### src/rtl/write_buffer_pkg.sv
// Shared types for the posted-write buffer: FSM states, FIFO entry layout
// and the default buffer depth.
package write_buffer_pkg;

  localparam int WB_DEPTH_DEFAULT = 4;

  typedef enum logic [1:0] {
    IDLE = 2'd0,
    WR   = 2'd1,
    RD   = 2'd2
  } wb_state_e;

  typedef struct packed {
    logic [31:0] addr;
    logic [31:0] data;
  } wb_entry_t;

endpackage

### src/rtl/wb_fifo.sv
// Posted-write FIFO: in-order entry storage with wrapping pointers, an
// occupancy count and a youngest-entry address lookup for read hits.
module wb_fifo
  import write_buffer_pkg::*;
#(
  parameter int DEPTH = WB_DEPTH_DEFAULT
) (
  input  logic        clock,
  input  logic        reset,
  input  logic        push,
  input  logic [31:0] push_addr,
  input  logic [31:0] push_data,
  input  logic        pop,
  input  logic [29:0] lookup_word,
  output logic [31:0] head_addr,
  output logic [31:0] head_data,
  output logic        full,
  output logic        fifo_empty,
  output logic        hit,
  output logic [31:0] hit_data
);

  localparam int PTR_W = $clog2(DEPTH);
  localparam int CNT_W = $clog2(DEPTH + 1);

  wb_entry_t              entry_q [DEPTH];
  wb_entry_t              entry_d [DEPTH];
  logic [DEPTH-1:0]       valid_q, valid_d;
  logic [PTR_W-1:0]       head_q, head_d;
  logic [PTR_W-1:0]       tail_q, tail_d;
  logic [CNT_W-1:0]       count_q, count_d;
  logic [PTR_W-1:0]       scan_idx;

  always_comb begin
    entry_d = entry_q;
    valid_d = valid_q;
    head_d  = head_q;
    tail_d  = tail_q;
    count_d = count_q;
    if (push) begin
      entry_d[tail_q] = '{addr: push_addr, data: push_data};
      valid_d[tail_q] = 1'b1;
      tail_d          = tail_q + 1'b1;
    end
    if (pop) begin
      valid_d[head_q] = 1'b0;
      head_d          = head_q + 1'b1;
    end
    case ({push, pop})
      2'b10:   count_d = count_q + CNT_W'(1);
      2'b01:   count_d = count_q - CNT_W'(1);
      default: count_d = count_q;
    endcase
  end

  // Walk from oldest to youngest so the last match seen is the youngest one.
  always_comb begin
    hit      = 1'b0;
    hit_data = '0;
    scan_idx = '0;
    for (int i = 0; i < DEPTH; i++) begin
      scan_idx = PTR_W'(32'(head_q) + i);
      if (valid_q[scan_idx] && (entry_q[scan_idx].addr[31:2] == lookup_word)) begin
        hit      = 1'b1;
        hit_data = entry_q[scan_idx].data;
      end
    end
  end

  always_ff @(posedge clock) begin
    if (reset) begin
      valid_q <= '0;
      head_q  <= '0;
      tail_q  <= '0;
      count_q <= '0;
    end else begin
      valid_q <= valid_d;
      head_q  <= head_d;
      tail_q  <= tail_d;
      count_q <= count_d;
    end
  end

  // Payload needs no reset; valid bits alone decide what is live.
  always_ff @(posedge clock) begin
    entry_q <= entry_d;
  end

  assign head_addr  = entry_q[head_q].addr;
  assign head_data  = entry_q[head_q].data;
  assign full       = (count_q == CNT_W'(DEPTH));
  assign fifo_empty = (count_q == '0);

endmodule

### src/rtl/write_buffer.sv
// Write buffer between the L2 cache and memory: posts writes into a FIFO,
// serves read hits from it and arbitrates the memory port between reads and drains.
module write_buffer
  import write_buffer_pkg::*;
#(
  parameter int DEPTH = WB_DEPTH_DEFAULT
) (
  input  logic        clock,
  input  logic        reset,
  input  logic [31:0] up_addr,
  input  logic [31:0] up_wdata,
  input  logic        up_read,
  input  logic        up_write,
  output logic [31:0] up_rdata,
  output logic        up_ready,
  output logic [31:0] mem_addr,
  output logic [31:0] mem_wdata,
  output logic        mem_read,
  output logic        mem_write,
  input  logic [31:0] mem_rdata,
  input  logic        mem_ready,
  output logic        empty
);

  wb_state_e   state_q, state_d;
  logic        up_ready_q, up_ready_d;
  logic [31:0] up_rdata_q, up_rdata_d;
  logic        mem_read_q, mem_read_d;
  logic        mem_write_q, mem_write_d;
  logic [31:0] mem_addr_q, mem_addr_d;
  logic [31:0] mem_wdata_q, mem_wdata_d;

  logic        rd_req, wr_req, read_hit, read_miss, push, pop;
  logic        full, fifo_empty, hit;
  logic [31:0] hit_data, head_addr, head_data;

  // Requests seen while an acknowledge is on the wire are the old request.
  assign rd_req    = !up_ready_q && up_read;
  assign wr_req    = !up_ready_q && up_write && !up_read;
  assign read_hit  = rd_req && hit && (state_q != RD);
  assign read_miss = rd_req && !hit;
  assign push      = wr_req && !full;
  assign pop       = (state_q == WR) && mem_ready;

  wb_fifo #(.DEPTH(DEPTH)) u_fifo (
    .clock      (clock),
    .reset      (reset),
    .push       (push),
    .push_addr  (up_addr),
    .push_data  (up_wdata),
    .pop        (pop),
    .lookup_word(up_addr[31:2]),
    .head_addr  (head_addr),
    .head_data  (head_data),
    .full       (full),
    .fifo_empty (fifo_empty),
    .hit        (hit),
    .hit_data   (hit_data)
  );

  // A drain is not started in an acknowledge cycle, so a read issued right
  // after a posted write can claim the memory port first.
  always_comb begin
    state_d     = state_q;
    up_ready_d  = 1'b0;
    up_rdata_d  = up_rdata_q;
    mem_read_d  = mem_read_q;
    mem_write_d = mem_write_q;
    mem_addr_d  = mem_addr_q;
    mem_wdata_d = mem_wdata_q;
    if (read_hit) begin
      up_ready_d = 1'b1;
      up_rdata_d = hit_data;
    end else if (push) begin
      up_ready_d = 1'b1;
    end
    case (state_q)
      IDLE: begin
        if (read_miss) begin
          state_d    = RD;
          mem_read_d = 1'b1;
          mem_addr_d = up_addr;
        end else if (!fifo_empty && !up_ready_q) begin
          state_d     = WR;
          mem_write_d = 1'b1;
          mem_addr_d  = head_addr;
          mem_wdata_d = head_data;
        end
      end
      WR: begin
        if (mem_ready) begin
          state_d     = IDLE;
          mem_write_d = 1'b0;
        end
      end
      RD: begin
        if (mem_ready) begin
          state_d    = IDLE;
          mem_read_d = 1'b0;
          up_rdata_d = mem_rdata;
          up_ready_d = 1'b1;
        end
      end
      default: state_d = IDLE;
    endcase
  end

  always_ff @(posedge clock) begin
    if (reset) begin
      state_q     <= IDLE;
      up_ready_q  <= 1'b0;
      up_rdata_q  <= '0;
      mem_read_q  <= 1'b0;
      mem_write_q <= 1'b0;
      mem_addr_q  <= '0;
      mem_wdata_q <= '0;
    end else begin
      state_q     <= state_d;
      up_ready_q  <= up_ready_d;
      up_rdata_q  <= up_rdata_d;
      mem_read_q  <= mem_read_d;
      mem_write_q <= mem_write_d;
      mem_addr_q  <= mem_addr_d;
      mem_wdata_q <= mem_wdata_d;
    end
  end

  assign up_ready  = up_ready_q;
  assign up_rdata  = up_rdata_q;
  assign mem_read  = mem_read_q;
  assign mem_write = mem_write_q;
  assign mem_addr  = mem_addr_q;
  assign mem_wdata = mem_wdata_q;
  assign empty     = fifo_empty && (state_q == IDLE);

endmodule

### config.mk
export PLATFORM = sky130hd
export DESIGN_NAME = write_buffer
export DESIGN_NICKNAME = d
export VERILOG_FILES = /design/src/rtl/write_buffer_pkg.sv /design/src/rtl/wb_fifo.sv /design/src/rtl/write_buffer.sv
export SDC_FILE = /design/constraint.sdc
export NUM_CORES = 1
export LEC_CHECK = 0
export BUFFER_PORTS_ARGS = -buffer_cell sky130_fd_sc_hd__buf_2
export CAP_MARGIN = 20
export CORE_MARGIN = 10
export CORE_UTILIZATION = 40
export DETAILED_ROUTE_END_ITERATION = 10
export GPL_TIMING_DRIVEN = 0
export PLACE_DENSITY = 0.63
export REMOVE_ABC_BUFFERS = 1
export SLEW_MARGIN = 10
export SYNTH_ARGS = -nofsm -noshare
export SYNTH_HDL_FRONTEND = slang
export SYNTH_SLANG_ARGS = --single-unit
### constraint.sdc
create_clock -name clock -period 9 [get_ports clock]
set_input_delay 0.45 -clock clock [delete_from_list [all_inputs] [get_ports clock]]
set_output_delay 0.45 -clock clock [all_outputs]
set_load 0.01 [all_outputs]
## Word level (Yosys, flattened, before mapping)

Cells that the tools add are included.

| storage, ports and cells | value |
|---|---|
| input port bits | 101 |
| word-level logic and storage cells | 156 |
| bits in registers | 368 |

| cells by class | value |
|---|---|
| equality and inequality tests | 17 |
| bitwise gates (word level) | 9 |
| muxes and demuxes | 57 |
| magnitude comparators | 13 |
| $add $sub $neg | 7 |
| reduce and logical (&&, ||, !) cells | 34 |

Operator list:

| cell | number |
|---|---|
| two-way mux 64 bit | 9 |
| binary-select mux 64 bit (select 2 bit) | 4 |
| two-way mux 32 bit | 9 |
| bitwise mux 256 bit | 1 |
| demux 64 bit (select 2 bit) | 1 |
| equality test 30 bit | 4 |
| two-way mux 1 bit | 18 |
| logical AND 1 bit | 17 |
| >= comparator 3 bit (second input constant) | 5 |
| < comparator 2 x 3 -> 1 bit (second input constant) | 5 |
| NOT 2 -> 3 bit | 5 |
| != test 2 bit (second input constant) | 6 |
| binary-select mux 1 bit (select 2 bit) | 4 |
| two-way mux 4 bit | 2 |
| nonzero test 2 bit | 4 |
| adder 2 x 1 -> 2 bit (second input constant) | 3 |
| two-way mux 2 bit | 3 |
| case mux 3 bit (2 select lines) | 1 |
| AND reduction 3 bit | 2 |
| logical NOT 1 bit | 5 |
| adder 2 bit (second input constant) | 2 |
| bitwise AND 4 bit | 1 |
| demux 1 bit (select 2 bit) | 2 |
| equality test 2 x 1 -> 1 bit (second input constant) | 2 |
| other kinds (18) | 22 |

## Logic depth before layout (Yosys ltp)

| depth | value |
|---|---|
| depth after elaboration | 15 |
| depth in mapped cells | 22 |

## Hierarchy

A second synthesis with hierarchy kept.

| second synthesis, totals | value |
|---|---|
| cell total of the unflattened synthesis | 1,872 |
| area, all modules | 22,295.1 um2 |

By module, submodules not included:

| module | times used | seq. area each (um2) | cells an instance | area each (um2) |
|---|---|---|---|---|
| wb_fifo | 1 | 7,907.6 | 1,288 | 17,270.3 |
| write_buffer | 1 | 2,021.9 | 584 | 5,024.8 |

## Worst setup path after synthesis

No wires, ideal clock.

| path | value |
|---|---|
| path type | flip-flop to flip-flop |
| start point | reg u_fifo.head_q[1] |
| end point | reg up_rdata_q[0], in the netlist up_rdata[0] |
| slack | 4,073 ps |
| library setup time | 117 ps |
| clock period less this slack | 4,927 ps |
| arrival time | 4,809 ps |
| cell stages (with the launch flop) | 21 |
| cell sequence | dfxtp_1 buf_6 inv_1 buf_2 buf_2 buf_2 clkbuf_1 clkbuf_1 ha_1 buf_2 clkbuf_1 buf_1 buf_2 buf_1 clkbuf_1 buf_1 buf_1 nand2_1 o21ai_0 a21oi_1 a32o_1 |

| between the ends | value |
|---|---|
| longest elaborated chain between the ends | 15 |
| elaborated cells between the ends (all ways) | 48 |
| classes of those cells | 3 x add/sub; 4 x eq/ne; 31 x mux; 4 x bitwise; 6 x reduce/logical |

Ends and longest elaborated chain:

| element | RTL line | text |
|---|---|---|
| start: declaration | wb_fifo.sv:29 | `logic [PTR_W-1:0] head_q, head_d;` |
| start signal: assignment | wb_fifo.sv:73 | `head_q <= '0;` |
| start signal: assignment | wb_fifo.sv:78 | `head_q <= head_d;` |
| adder 2 x 1 -> 2 bit / NOT 2 -> 3 bit (equally long branches) | wb_fifo.sv:62, wb_fifo.sv:63, wb_fifo.sv:65 |  |
| NOT 2 -> 3 bit (not written as such) / binary-select mux 64 bit (select 2 bit) (equally long branches) | wb_fifo.sv:63, wb_fifo.sv:65 |  |
| binary-select mux 64 bit (select 2 bit) / two-way mux 64 bit (equally long branches) | wb_fifo.sv:63, wb_fifo.sv:65 |  |
| two-way mux 64 bit (not written as such) | wb_fifo.sv:63 | `if (valid_q[scan_idx] && (entry_q[scan_idx].addr[31:2] == lookup_word)) begin` |
| two-way mux 64 bit (not written as such) / equality test 30 bit (equally long branches) | wb_fifo.sv:63 |  |
| equality test 30 bit / logical AND 1 bit (equally long branches) | wb_fifo.sv:63 |  |
| logical AND 1 bit / two-way mux 1 bit (equally long branches) | wb_fifo.sv:63 |  |
| two-way mux 1 bit (3 in series) | wb_fifo.sv:63 |  |
| logical AND 1 bit (2 in series) | write_buffer.sv:40 | `assign read_hit = rd_req && hit && (state_q != RD);` |
| two-way mux 32 bit * | write_buffer.sv:71 | `if (read_hit) begin` |
| two-way mux 32 bit | write_buffer.sv:97 | `if (mem_ready) begin` |
| two-way mux 32 bit * | write_buffer.sv:77 | `case (state_q)` |
| end signal: assignment | write_buffer.sv:120 | `up_rdata_q <= up_rdata_d;` |
| end: declaration | write_buffer.sv:27 | `logic [31:0] up_rdata_q, up_rdata_d;` |

Mark *: on every way between the ends. The rest lies on a longest branch, timed or not. The select of a mux whose other input is x is not followed.
A chain may end at the register's enable or synchronous reset.

## Worst setup path in the final report

| path | value |
|---|---|
| start point | reg u_fifo.head_q[0] |
| end point | reg mem_wdata_q[4], in the netlist mem_wdata[4] |

| between the ends | value |
|---|---|
| elaborated cells between the ends (all ways) | 43 |
| classes of those cells | 3 x add/sub; 4 x eq/ne; 24 x mux; 5 x bitwise; 7 x reduce/logical |

RTL lines:

| element | RTL line | text |
|---|---|---|
| adder 2 bit * | wb_fifo.sv:62 | `scan_idx = PTR_W'(32'(head_q) + i);` |
| via u_fifo.scan_idx[0] | wb_fifo.sv:32 | `logic [PTR_W-1:0] scan_idx;` |
| NOT 2 -> 3 bit (not written as such) | wb_fifo.sv:63 |  |
| binary-select mux 64 bit (select 2 bit) | wb_fifo.sv:63 |  |
| two-way mux 64 bit (not written as such) (2 in series) | wb_fifo.sv:63 |  |
| equality test 30 bit | wb_fifo.sv:63 |  |
| logical AND 1 bit * | wb_fifo.sv:63 |  |
| two-way mux 1 bit * | wb_fifo.sv:63 |  |
| logical NOT 1 bit * | write_buffer.sv:41 | `assign read_miss = rd_req && !hit;` |
| logical AND 1 bit * | write_buffer.sv:41 |  |
| NOT 1 bit (no line) * | - |  |
| AND reduction 3 bit (no line) * | - |  |
| end signal: assignment | write_buffer.sv:124 | `mem_wdata_q <= mem_wdata_d;` |
| end: declaration | write_buffer.sv:31 | `logic [31:0] mem_wdata_q, mem_wdata_d;` |

Mark *: on every way through the listed nets, which the timed path passes. The rest lies on a longest branch. The select of a mux whose other input is x is not followed.

==> metrics <==
outcome=complete, no violations; Nets=2214; Multi-input gate area=11300 µm²; hold slack=0.0701 ns; root buffer cell=clkbuf_16; Syn Inst Count=2005; die area=65800 µm²; DR vias/cell=5.99; Ports=201; Synth cell types=83; GRT Total Usage=21.6%; Final WS setup=1.90 ns; insertion delay of the later-clocked pin in the worst-skew pair=0.59 ns; Rows=86; DRC violations left=0; initial antenna violation count=13; hold crit path type=in -> reg; Post-synth EDFFs=256; Placement Setup Slack=1.93 ns; Reg area=9940 µm²; ranking of synthesized cells by area=edfxtp_1 (34%), mux2i_1 (12%), dfxtp_1 (10%); most used flip-flop cell after synthesis=edfxtp_1; post-CTS sizing=0; RD Place Congestion=0.945; CTS buffer count=41; PortBufs=200; Fin Clk Skew=0.0306 ns; grt ovf=0; Layout fillers=5088; Floorplan Core Area=55200 µm²; Final period util=78.9%; commonest non-fill, non-tap cell in the layout=mux2i_1; Layout area overhead=14.1%; Max Root-Sink Buffers=3; Starting Density=40.5%; Reg clk slew, reported paths=0.06 ns; global-route wire length before repair=110000 µm; cell breakdown of the critical path=buf_12 > buf_16 > inv_1 > ha_4 > inv_1 > a221oi_1 > nor4b_1 > o22ai_1 > nor4_1 > nand2_4 > nand4_4 > nand3_4 > mux2i_1; share of cells above drive strength 1=22.5%; pin count of the biggest net entering global routing=84; fin crit period=7.10 ns; post-synthesis sequential area ratio=44.4%; H-tree depth=2; Max Clk Rate=0.141 GHz; RSZ-0062 raised after global routing=false; max-slew violation count=0; Cell Area, Placed=24100 µm²; MaxCap Viol Count=0; clock sinks=368; Lkg Pwr=8.85 nW; max_slew headroom=30.0%; Reg2Reg Depth=13; DRT Wirelength=73300 µm; DR vias=17300; Synth Cell Area=22400 µm²; Worst Path Arrival=7.59 ns; Crit path largest cell delay=0.86 ns; Die Y-Extent=256 µm; Syn Area/Cell=11.2 µm²; commonest non-fill, non-tap cells in the layout=mux2i_1 (257), edfxtp_1 (256), buf_2 (199); Synthesis Warnings=0; kind of start point of the critical path=register; Wirelength per Cell=25.4 µm; CTS tree=yes; Crit-path slowest cell=ha_4; share of the synthesized area in the top cell type=34.4%; design area=25500 µm²; WHS Path Cells=1; final setup fails=0; Detailed Routing Iterations Pass 1=5; 1st-iter DRT viols=1476; die width=256 µm; CP Class=reg -> reg; Max FO, Critical Path=56; DPL Wire Length=50700 µm; cell mode on critical path=inv_1; #FFs+latches synth=368; setup_tns=0 ns; final core utilization=46.2%; Final Hold Viols=0; Worst setup EP type=register; CTS Hold Bufs=0; pin slew with the least headroom to its limit=1.05 ns; required time of the critical path=9.49 ns; postcts setup bufs=0; leading area contributor after synthesis=edfxtp_1; Post-DRT Antenna Nets=0; Max VDD drop=0.113 mV; async set-reset flop share out of synthesis=0%; number of global-route vias before repair=17300; pwr dens=175 nW/µm²
-- flip-flops by register name, indices dropped and copies added, names as in the netlist --
name and count:
mem_addr 32, mem_read 1, mem_wdata 32, mem_write 1
state_q 2, u_fifo.count_q 3, u_fifo.entry_q 256, u_fifo.head_q 2
u_fifo.tail_q 2, u_fifo.valid_q 4, up_rdata 32, up_ready 1
-- Yosys cell counts (10+ instances only) --
cell       count
a221o_1       18
xnor2_1       81
buf_2         58
nor4_1        50
a32o_1        14
o22ai_1       17
buf_1         12
a221oi_2      29
nor3_1        23
mux4_2        63
a211oi_1      14
and2_1        15
nand4_1       11
ha_1          12
inv_1         89
clkbuf_1      85
nand2_1      169
a21oi_1       65
or3_1         14
xor2_1        15
nor2_1       106
nand2b_1      42
a22oi_1       11
buf_6         10
o21ai_0       88
o31ai_1       32
mux2i_1      257
mux2_2        61
edfxtp_1     256
a2111oi_0     30
dfxtp_1      112
nand3_1       14
-- routing by layer --
layer	vias to the layer above	wire length, µm	global-route usage [%]
met3	122	4530	3.21
li1	7832	-	-
met2	660	35100	35.7
met4	6	2130	8.07
met5	-	34	0
met1	8687	31500	28.3
-- worst max-delay path: cells and delay by family (launching register included) --
| kind | cells | cell delay, ns |
|---|---|---|
| AOI/OAI and AO/OA | 2 | 0.70 |
| DFF | 1 | 0.71 |
| adders and majority gates | 1 | 0.86 |
| buffers and inverters | 4 | 1.43 |
| muxes | 1 | 0.37 |
| and+or+nand+nor | 5 | 2.82 |
-- final cells by class --
cell class / count / area share, %
diodes: 9 / 0.0883
clock buffers: 58 / 4.55
clock inverters: 17 / 1.02
inverters: 89 / 1.32
multi-input cells: 1372 / 44.1
flip-flops and latches: 368 / 38.9
well taps: 748 / 3.67
repair buffers: 228 / 6.29
-- report_power, final --
part,leakage [nW],internal (W),switching [W]
combinational,4.92,0.000285,0.000461
clock,0.690,0.00108,0.000699
sequential,3.24,0.00189,0.0000490
-- through the flow --
| step | power, W | cells |
|---|---|---|
| 6_report | 0.00446 | 2889 |
| 5_1_grt | 0.00462 | 2888 |
| 4_1_cts | 0.00449 | 2880 |
| 3_5_place_dp | 0.00272 | 2805 |
| 3_3_place_gp | 0.00275 | 2777 |
| 2_1_floorplan | 0.00245 | 1829 |
-- path summary, 6_finish.rpt --
path / start / slack [ns] / to
worst max-delay path: u_fifo.head_q[0]$_SDFFE_PP0P_ / 1.90 / mem_wdata[4]$_SDFFE_PP0P_
worst min-delay path: up_wdata[29] / 0.07 / u_fifo.entry_q[29]$_DFFE_PP_
worst max register to register: u_fifo.head_q[0]$_SDFFE_PP0P_ / 1.90 / mem_wdata[4]$_SDFFE_PP0P_
worst min register to register: mem_wdata[28]$_SDFFE_PP0P_ / 0.45 / mem_wdata[28]$_SDFFE_PP0P_
-- logic make-up after synthesis --
family          Yosys count  share of synthesized area [%]
simple gates            482                           10.6
compound gates          399                           13.9
mux                     382                           21.0
flops                   368                           44.4
buf+inv                 265                           5.65
xor+xnor                 96                           3.76
fa+ha+maj                13                          0.761
Note: power is estimated with default switching activity, not from simulation.
